$ cat config.mk
export PLATFORM = sky130hd
export DESIGN_NAME = fp_cmp_pipe
export DESIGN_NICKNAME = d
export VERILOG_FILES = /design/src/rtl/fp_cmp_pipe.sv
export SDC_FILE = /design/constraint.sdc
export NUM_CORES = 1
export LEC_CHECK = 0
export CAP_MARGIN = 25
export CORE_MARGIN = 10
export CORE_UTILIZATION = 35
export CTS_CLUSTER_DIAMETER = 40
export DETAILED_ROUTE_END_ITERATION = 6
export PLACE_DENSITY_LB_ADDON = 0.15
export SLEW_MARGIN = 20
export SYNTH_ARGS = -nofsm -noshare
export SYNTH_HDL_FRONTEND = slang
export SYNTH_SLANG_ARGS = --single-unit
$ cat constraint.sdc
create_clock -name clk -period 1.7 [get_ports clk]
set_clock_uncertainty 0.15 [all_clocks]
set_input_delay 0.17 -clock clk [delete_from_list [all_inputs] [get_ports clk]]
set_output_delay 0.17 -clock clk [all_outputs]
set_load 0.05 [all_outputs]
$ cat src/rtl/fp_cmp_pipe.sv
//==============================================================================
// Module   : fp_cmp_pipe
// Brief    : Two-stage IEEE 754 compare / min / max unit with valid/ready
//            handshake and a saturating NaN-exception counter.
//            Optional min/max result path: define FPCMP_MINMAX_EN.
// Revision : 1.0 - initial release
//==============================================================================
`default_nettype none

module fp_cmp_pipe #(
    parameter int WID  = 32,
    parameter int CNTW = 8
) (
    input  logic            clk,
    input  logic            rst,
    input  logic            i_valid,
    output logic            i_ready,
    input  logic [1:0]      op,
    input  logic [WID-1:0]  a,
    input  logic [WID-1:0]  b,
    output logic            o_valid,
    input  logic            o_ready,
    output logic [4:0]      o,
    output logic [WID-1:0]  res,
    output logic            nanx,
    output logic [CNTW-1:0] nan_cnt,
    input  logic            cnt_clr
);

    localparam int c_EXP_W  = (WID == 32) ? 8 : (WID == 64) ? 11 : 15;
    localparam int c_FRAC_W = WID - 1 - c_EXP_W;
    localparam logic [1:0] c_OP_FCMPS = 2'b01;

    // ---------------------------------------------------------------- decode
    logic [c_EXP_W-1:0]  w_exp_a, w_exp_b;
    logic [c_FRAC_W-1:0] w_frac_a, w_frac_b;
    logic w_nan_a, w_nan_b, w_snan_a, w_snan_b, w_zero_a, w_zero_b;
    logic w_mag_lt, w_mag_gt, w_eq_in;

    assign w_exp_a  = a[WID-2 -: c_EXP_W];
    assign w_exp_b  = b[WID-2 -: c_EXP_W];
    assign w_frac_a = a[c_FRAC_W-1:0];
    assign w_frac_b = b[c_FRAC_W-1:0];
    assign w_nan_a  = (&w_exp_a) & (|w_frac_a);
    assign w_nan_b  = (&w_exp_b) & (|w_frac_b);
    assign w_snan_a = w_nan_a & ~w_frac_a[c_FRAC_W-1];
    assign w_snan_b = w_nan_b & ~w_frac_b[c_FRAC_W-1];
    assign w_zero_a = ~|a[WID-2:0];
    assign w_zero_b = ~|b[WID-2:0];
    assign w_mag_lt = a[WID-2:0] < b[WID-2:0];
    assign w_mag_gt = b[WID-2:0] < a[WID-2:0];
    assign w_eq_in  = ~(w_nan_a | w_nan_b) & ((w_zero_a & w_zero_b) | (a == b));

    // Whole pipe advances together; a stalled output freezes both stages.
    logic w_en;
    assign w_en    = ~o_valid | o_ready;
    assign i_ready = w_en;

    // --------------------------------------------------------------- stage 1
    logic       r_s1_valid;
    logic [1:0] r_s1_op;
    logic       r_s1_nan_a, r_s1_nan_b, r_s1_snan_a, r_s1_snan_b;
    logic       r_s1_zero_a, r_s1_zero_b, r_s1_sign_a, r_s1_sign_b;
    logic       r_s1_mag_lt, r_s1_mag_gt, r_s1_eq;

    always_ff @(posedge clk) begin
        if (rst) begin
            r_s1_valid <= 1'b0;
        end else if (w_en) begin
            r_s1_valid <= i_valid;
        end
    end

    always_ff @(posedge clk) begin
        if (w_en && i_valid) begin
            r_s1_op     <= op;
            r_s1_nan_a  <= w_nan_a;
            r_s1_nan_b  <= w_nan_b;
            r_s1_snan_a <= w_snan_a;
            r_s1_snan_b <= w_snan_b;
            r_s1_zero_a <= w_zero_a;
            r_s1_zero_b <= w_zero_b;
            r_s1_sign_a <= a[WID-1];
            r_s1_sign_b <= b[WID-1];
            r_s1_mag_lt <= w_mag_lt;
            r_s1_mag_gt <= w_mag_gt;
            r_s1_eq     <= w_eq_in;
        end
    end

    // ------------------------------------------------------ stage 2 compute
    logic       w_unord, w_both_zero, w_lt, w_le, w_nanx;
    logic [4:0] w_flags;

    assign w_unord     = r_s1_nan_a | r_s1_nan_b;
    assign w_both_zero = r_s1_zero_a & r_s1_zero_b;

    always_comb begin
        w_lt = 1'b0;
        if (!w_unord && !w_both_zero) begin
            if (r_s1_sign_a != r_s1_sign_b) begin
                w_lt = r_s1_sign_a;
            end else if (r_s1_sign_a) begin
                w_lt = r_s1_mag_gt;
            end else begin
                w_lt = r_s1_mag_lt;
            end
        end
    end

    assign w_le    = w_lt | r_s1_eq;
    assign w_flags = {w_unord, r_s1_mag_lt, w_le, w_lt, r_s1_eq};
    assign w_nanx  = (r_s1_op == c_OP_FCMPS) ? w_unord : (r_s1_snan_a | r_s1_snan_b);

    // -------------------------------------------------------------- stage 2
    logic       r_o_valid;
    logic [4:0] r_flags;
    logic       r_nanx;

    always_ff @(posedge clk) begin
        if (rst) begin
            r_o_valid <= 1'b0;
            r_flags   <= 5'b0;
            r_nanx    <= 1'b0;
        end else if (w_en) begin
            r_o_valid <= r_s1_valid;
            if (r_s1_valid) begin
                r_flags <= w_flags;
                r_nanx  <= w_nanx;
            end
        end
    end

    assign o_valid = r_o_valid;
    assign o       = r_flags;
    assign nanx    = r_nanx;

`ifdef FPCMP_MINMAX_EN
    localparam logic [WID-1:0] c_QUIET_BIT = {{(WID-1){1'b0}}, 1'b1} << (c_FRAC_W - 1);

    logic [WID-1:0] r_s1_a, r_s1_b;
    logic [WID-1:0] w_res;
    logic [WID-1:0] r_res;

    always_ff @(posedge clk) begin
        if (w_en && i_valid) begin
            r_s1_a <= a;
            r_s1_b <= b;
        end
    end

    // op[0] selects max; NaNs are dropped in favour of the numeric operand.
    always_comb begin
        w_res = '0;
        if (r_s1_op[1]) begin
            if (r_s1_nan_a && r_s1_nan_b) begin
                w_res = r_s1_a | c_QUIET_BIT;
            end else if (r_s1_nan_a) begin
                w_res = r_s1_b;
            end else if (r_s1_nan_b) begin
                w_res = r_s1_a;
            end else if (w_both_zero && (r_s1_sign_a != r_s1_sign_b)) begin
                w_res = (r_s1_sign_a ^ r_s1_op[0]) ? r_s1_a : r_s1_b;
            end else begin
                w_res = (w_lt ^ r_s1_op[0]) ? r_s1_a : r_s1_b;
            end
        end
    end

    always_ff @(posedge clk) begin
        if (rst) begin
            r_res <= '0;
        end else if (w_en && r_s1_valid) begin
            r_res <= w_res;
        end
    end

    assign res = r_res;
`else
    assign res = '0;
`endif

    // ----------------------------------------------------- exception counter
    logic [CNTW-1:0] r_nan_cnt;

    always_ff @(posedge clk) begin
        if (rst) begin
            r_nan_cnt <= '0;
        end else if (cnt_clr) begin
            r_nan_cnt <= '0;
        end else if (r_o_valid && o_ready && r_nanx && (r_nan_cnt != {CNTW{1'b1}})) begin
            r_nan_cnt <= r_nan_cnt + CNTW'(1);
        end
    end

    assign nan_cnt = r_nan_cnt;

endmodule

`default_nettype wire
==> impl_metrics.env, run 1 <==
export IMPL_outcome="completed"
export IMPL_gp_congestion=0.828
export IMPL_r2r_slack_ps=70
export IMPL_hold_start="a[22]"
export IMPL_fmax_mhz=606
export IMPL_synth_edf_count=13
export IMPL_p_int_w=0.00155
export IMPL_dpl_worst_slack_ps=-769
export IMPL_ir_drop_v=0.000279
export IMPL_finalSetupViolations=0
export IMPL_min_path_cells=3
export IMPL_ys_flop_type="dfxtp_1"
export IMPL_maxCapViolCount=0
export IMPL_synthTopCellsByCount="35 x inv_1, 32 x buf_4, 32 x ha_1, 22 x nor2_1"
export IMPL_drive_gt1_share_pct=43.9
export IMPL_power_share_switching_pct=31.9
export IMPL_min_to="r_s1_snan_a$_DFFE_PP_"
export IMPL_p_clk_share_pct=32.1
export IMPL_drtIter0Drc=38
export IMPL_areaGrowthSynthToFinish_pct=62.4
export IMPL_combPwrFrac_pct=34.1
export IMPL_synthTopCellsByArea="ha_1 17%, edfxtp_1 16%, dfxtp_1 13%, buf_4 10%, inv_1 5.5%"
export IMPL_clkLatencyLatePin_ps=290
export IMPL_synth_cell_type_count=42
export IMPL_seqPwrFrac_pct=33.8
export IMPL_required_ps=1590
export IMPL_io_pin_count=119
export IMPL_crit_cells=7
export IMPL_crit_family="simple AND/OR/NAND/NOR gates"
export IMPL_hpwl_um=6180
export IMPL_ys_warn_count=0
export IMPL_wl_per_cell_um=15.4
export IMPL_cts_made_buffers=5
export IMPL_hold_viol=0
export IMPL_syn_cell_area_um2=2380
export IMPL_rsz0062_at_grt="true"
export IMPL_vias=2361
export IMPL_grt_max_degree=12
export IMPL_reg2reg_depth=6
export IMPL_first_pass_iters=4
export IMPL_clock_sinks=29
export IMPL_die_area_um2=10500
export IMPL_crit_fanout=3
export IMPL_worstSetupEndpointType="flip-flop"
export IMPL_fillers=646
export IMPL_num_rows=30
export IMPL_slowest_delay_ps=300
export IMPL_via_per_inst=4.81
export IMPL_cts_max_path_buffers=2
export IMPL_coreArea_um2=6720
export IMPL_nets=512
export IMPL_crit_buf_inv=1
export IMPL_grt_pass1_wl_um=11400
export IMPL_layout_setup_ws_ps=48.5
export IMPL_power_switching_w=0.000725
export IMPL_cts_htree_levels=2
export IMPL_detail_route_antenna_nets=0
export IMPL_grt_pass1_vias=2475
export IMPL_holdWs_ps=175
export IMPL_r2r_start="nan_cnt[0]$_SDFFE_PP0P_"
export IMPL_multi_input_area_um2=1810
export IMPL_yosysMostFrequentCell="inv_1"
export IMPL_yosysTopAreaCell="ha_1"
export IMPL_worstSetupPathType="in -> reg"
export IMPL_initial_core_util_pct=35.5
export IMPL_largest_reg_flops=8
export IMPL_cp_slowest_cell="ha_4"
export IMPL_holdCritPathClass="in -> reg"
export IMPL_r2r_end="nan_cnt[0]$_SDFFE_PP0P_"
export IMPL_port_buffers=86
export IMPL_power_w=0.00228
export IMPL_worst_ep_arrival_time_ps=1540
export IMPL_syn_area_per_cell_um2=8.51
export IMPL_async_flop_share_pct=0
export IMPL_grtUsageTotal_pct=13.7
export IMPL_cts_tree="done"
export IMPL_yosysTopAreaCellShare_pct=16.8
export IMPL_synth_seq_area_share_pct=29.8
export IMPL_drc=0
export IMPL_final_core_util_pct=57.6
export IMPL_drv_slew=0
export IMPL_grt_antenna_before_repair=1
export IMPL_cts_hold_buf=0
export IMPL_power_density_nw_per_um2=588
export IMPL_path_cells="clkdlybuf4s15_1 > ha_4 > nand4_4 > nor4_4 > nand3_2 > and2_4 > a22o_1"
export IMPL_root_buffer="clkbuf_8"
export IMPL_seq_area_um2=727
export IMPL_p_leak_nw=1.64
export IMPL_synthCells=280
export IMPL_gr_total_overflow=0
export IMPL_drt_total_wl_um=7540
export IMPL_ys_ff_latch=29
export IMPL_fin_crit_sh_pct=97.1
export IMPL_clk_pin_slew_worst_paths_ps=60
export IMPL_die_h_um=103
export IMPL_min_period_ps=1650
export IMPL_start_kind="primary input"
export IMPL_die_w_um=103
-- power by group through the flow --
stage / Clock [W] / Combinational [W] / Sequential, W
3_3_place_gp: 0 / 0.000707 / 0.000784
4_1_cts: 0.000746 / 0.000751 / 0.000769
3_5_place_dp: 0 / 0.000720 / 0.000784
5_1_grt: 0.000776 / 0.000841 / 0.000773
2_1_floorplan: 0 / 0.000414 / 0.000810
6_report: 0.000729 / 0.000776 / 0.000770
-- cells by family (layout without fill, tap and decap cells) --
family | after synthesis | count (layout) | synth area share, %
other | 1 | 33 | 0.157
adders and majority gates | 32 | 32 | 16.8
AOI/OAI and AO/OA | 38 | 39 | 10.1
buffers and inverters | 70 | 168 | 16.4
muxes | 1 | 1 | 0.420
xor gates and xnor gates | 7 | 7 | 2.57
DFF | 29 | 29 | 29.8
and+or+nand+nor | 102 | 102 | 23.7
-- cell type report --
| cell class | count | area share, % |
|---|---|---|
| repair buffers | 125 | 25.1 |
| multi-input cells | 213 | 46.8 |
| clock inverters | 1 | 0.776 |
| clock buffers | 7 | 2.23 |
| diodes | 1 | 0.0647 |
| flip-flops and latches | 29 | 18.8 |
| inverters | 35 | 3.65 |
| well taps | 80 | 2.59 |
-- placed cells by master (no fill, tap or decap), types with 11 or more instances in the layout --
| cell | instances |
|---|---|
| buf_4 | 55 |
| conb_1 | 32 |
| ha_4 | 23 |
| dlygate4sd2_1 | 23 |
| inv_2 | 22 |
| nor2_1 | 21 |
| nand2_1 | 17 |
| clkbuf_2 | 17 |
| a21oi_1 | 15 |
| nor4_1 | 13 |
| edfxtp_1 | 13 |
| nand4_1 | 12 |
| inv_1 | 11 |
| buf_2 | 11 |
-- how the worst max path moves through the flow --
stage,end,slack [ps],startpoint
after floorplan,r_s1_mag_lt$_DFFE_PP_,-60,a[26]
after global placement,r_s1_mag_lt$_DFFE_PP_,-730,a[26]
after detailed placement,r_s1_mag_lt$_DFFE_PP_,-770,a[26]
after CTS,r_s1_mag_lt$_DFFE_PP_,2,b[30]
after global routing,r_s1_eq$_DFFE_PP_,-3,b[7]
final,r_s1_mag_lt$_DFFE_PP_,50,b[27]
-- per-stage QoR --
| step | setup TNS (ps) | instances | cell area [µm²] |
|---|---|---|---|
| 6_report | 0 | 491 | 3870 |
| 5_1_grt | -7.54 | 491 | 3870 |
| 4_1_cts | 0 | 487 | 3870 |
| 3_5_place_dp | -5060 | 478 | 3560 |
| 3_3_place_gp | -4810 | 478 | 3560 |
| 2_1_floorplan | -57.6 | 311 | 2600 |
-- routing by layer --
| metal | part of all wire [%] | GRT usage [%] |
|---|---|---|
| met1 | 38 | 14.5 |
| met2 | 53 | 24.8 |
| met3 | 7.5 | 4.36 |
| met4 | 1.4 | 4.88 |
| met5 | 0 | 0 |
-- timing repair --
| item | CTS | global route |
|---|---|---|
| gates cloned | 0 | 1 |
| resized for setup | 160 | 46 |
| pin swaps | 34 | 24 |
| setup endpoints to repair | 3 | 9 |
| hold endpoints to repair | 0 | 0 |
| setup buffers | 1 | 2 |
-- tightest hold or removal path: stages --
cell,delay [ps]
buf_2,110
buf_4,110
nor4_1,50
Power figures use the tool's default switching activity.
==> inputs of run 2 (changes only) <==
--- a/config.mk
+++ b/config.mk
@@ -5,6 +5,7 @@
 export SDC_FILE = /design/constraint.sdc
 export NUM_CORES = 1
 export LEC_CHECK = 0
+export ABC_AREA = 1
 export CAP_MARGIN = 25
 export CORE_MARGIN = 10
 export CORE_UTILIZATION = 35
==> impl_metrics.env, run 2 <==
export IMPL_gr_total_overflow=0
export IMPL_ys_ff_latch=29
export IMPL_power_w=0.00227
export IMPL_synth_edf_count=13
export IMPL_vias=2934
export IMPL_clk_pin_slew_worst_paths_ps=60
export IMPL_yosysTopAreaCell="ha_1"
export IMPL_drtIter0Drc=91
export IMPL_muxShareOfSynthArea_pct=0
export IMPL_async_flop_share_pct=0
export IMPL_synthTopCellsByArea="ha_1 15%, edfxtp_1 14%, nand2_1 13%, dfxtp_1 12%, buf_4 8.9%"
export IMPL_worstSetupEndpointType="flip-flop"
export IMPL_layout_common_cells="86 x nand2_1, 71 x buf_4, 50 x nor2_1"
export IMPL_yosysMostFrequentCell="nand2_1"
export IMPL_fmax_mhz=614
export IMPL_first_pass_iters=4
export IMPL_clkLatencyLatePin_ps=280
export IMPL_io_pin_count=119
export IMPL_cts_max_path_buffers=2
export IMPL_cts_htree_levels=2
export IMPL_drive_gt1_share_pct=32.7
export IMPL_synth_cell_type_count=30
export IMPL_worst_ep_arrival_time_ps=1510
export IMPL_drv_slew=0
export IMPL_min_path_cells=2
export IMPL_nets=650
export IMPL_synth_top_family_by_area="simple AND/OR/NAND/NOR gates"
export IMPL_largest_reg_flops=8
export IMPL_drc=0
export IMPL_maxCapViolCount=0
export IMPL_fin_crit_sh_pct=95.7
export IMPL_finalSetupViolations=0
export IMPL_yosysTopAreaCellShare_pct=14.8
export IMPL_power_density_nw_per_um2=488
export IMPL_die_w_um=108
export IMPL_final_common_cell="nand2_1"
export IMPL_coreArea_um2=7650
export IMPL_syn_area_per_cell_um2=6.83
export IMPL_required_ps=1590
export IMPL_worstSetupPathType="in -> reg"
export IMPL_cts_hold_buf=0
export IMPL_min_period_ps=1630
export IMPL_clock_sinks=29
export IMPL_drt_total_wl_um=8730
export IMPL_num_rows=32
export IMPL_layout_setup_ws_ps=72.7
export IMPL_dpl_worst_slack_ps=-515
export IMPL_holdCritPathClass="in -> reg"
export IMPL_grt_max_degree=14
export IMPL_outcome="completed"
export IMPL_yosys_area_share_simple_pct=31.9
export IMPL_die_area_um2=11700
export IMPL_wl_per_cell_um=13.4
export IMPL_hpwl_um=7050
export IMPL_die_h_um=108
export IMPL_start_kind="primary input"
export IMPL_cts_tree="done"
export IMPL_ys_warn_count=0
export IMPL_fillers=688
export IMPL_grt_pass1_vias=3029
export IMPL_areaGrowthSynthToFinish_pct=71.6
export IMPL_via_per_inst=4.51
export IMPL_ir_drop_v=0.000236
export IMPL_p_leak_nw=2.36
export IMPL_initial_core_util_pct=35.5
export IMPL_crit_fanout=3
export IMPL_final_core_util_pct=60.9
export IMPL_synthTopCellsByCount="94 x nand2_1, 61 x inv_1, 57 x nor2_1, 32 x buf_4, 32 x ha_1"
export IMPL_synthCells=397
export IMPL_synth_xor_area_share_pct=2.26
export IMPL_antenna_cells=0
export IMPL_grt_pass1_wl_um=14100
export IMPL_reg2reg_depth=6
export IMPL_hold_viol=0
export IMPL_cts_made_buffers=5
export IMPL_syn_cell_area_um2=2710
export IMPL_grt_antenna_before_repair=0
export IMPL_ys_flop_type="dfxtp_1"
export IMPL_grtUsageTotal_pct=14.5
export IMPL_synth_seq_area_share_pct=26.2
export IMPL_root_buffer="clkbuf_8"
export IMPL_port_buffers=86
export IMPL_final_cells=650
export IMPL_detail_route_antenna_nets=0
export IMPL_synth_compound_gate_area_share_pct=7.06
export IMPL_gp_congestion=0.843
export IMPL_synthAdderAreaFrac_pct=14.8
export IMPL_dp_cells=635
## run 2: area by class of cell
type / instances / area (µm²) / area share [%]
Sequential cell: 29 / 717 / 15.4
Inverter: 63 / 236 / 5.08
Multi-Input combinational cell: 303 / 2120 / 45.4
Clock buffer: 8 / 80.1 / 1.72
Timing Repair Buffer: 145 / 1380 / 29.6
Tap cell: 102 / 128 / 2.74
## run 2: worst paths after layout
path                                                 to                     from  slack [ps]
worst max-delay path              r_s1_mag_gt$_DFFE_PP_                     b[6]          70
worst min-delay path              r_s1_snan_a$_DFFE_PP_                    a[22]         110
worst max register to register  nan_cnt[6]$_SDFFE_PP0P_  nan_cnt[1]$_SDFFE_PP0P_         160
worst min register to register  r_s1_valid$_SDFFE_PP0N_  r_s1_valid$_SDFFE_PP0N_         310
## run 2: repair_timing
item                       4_1_cts  5_1_grt
setup endpoints to repair        3        9
pin swaps                       19       33
setup buffers                    2        5
gates resized for setup         65       80
## run 2: through the flow
stage          setup TNS (ps)  instance area [µm²]  hold WS [ps]
3_5_place_dp            -1570                 3980           304
4_1_cts                     0                 4350           300
2_1_floorplan               0                 2840           119
5_1_grt                 -12.6                 4660           114
6_report                    0                 4660           106
3_3_place_gp            -1410                 3980           299
## run 2: per-layer routing
layer,track usage [%],vias to the layer above,share of wire (%)
met1,16.8,1305,41
met2,26.2,92,52
met4,4.96,0,1.8
met3,2.56,11,5.9
li1,-,1526,-
met5,0,-,0
## run 2: logic make-up after synthesis
group	after synthesis
buf+inv	96
fa+ha+maj	32
other cells	1
xor+xnor	7
flops	29
compound gates	33
simple gates	199
## run 2: power breakdown
part	total, W	switching [W]	internal [W]
Sequential	0.000772	0.0000120	0.000760
Clock	0.000533	0.000243	0.000290
Combinational	0.000965	0.000540	0.000425
Total	0.00227	0.000796	0.00147
## run 2: worst max-delay path, cell delays in order
cell             delay, ps
clkdlybuf4s50_1        460
ha_4                   290
nand2_1                 70
nor2_1                  90
nand2_1                 70
nand2_2                 70
nand2_1                 50
nand2_1                 60
nand2_1                 60
and2_1                 130
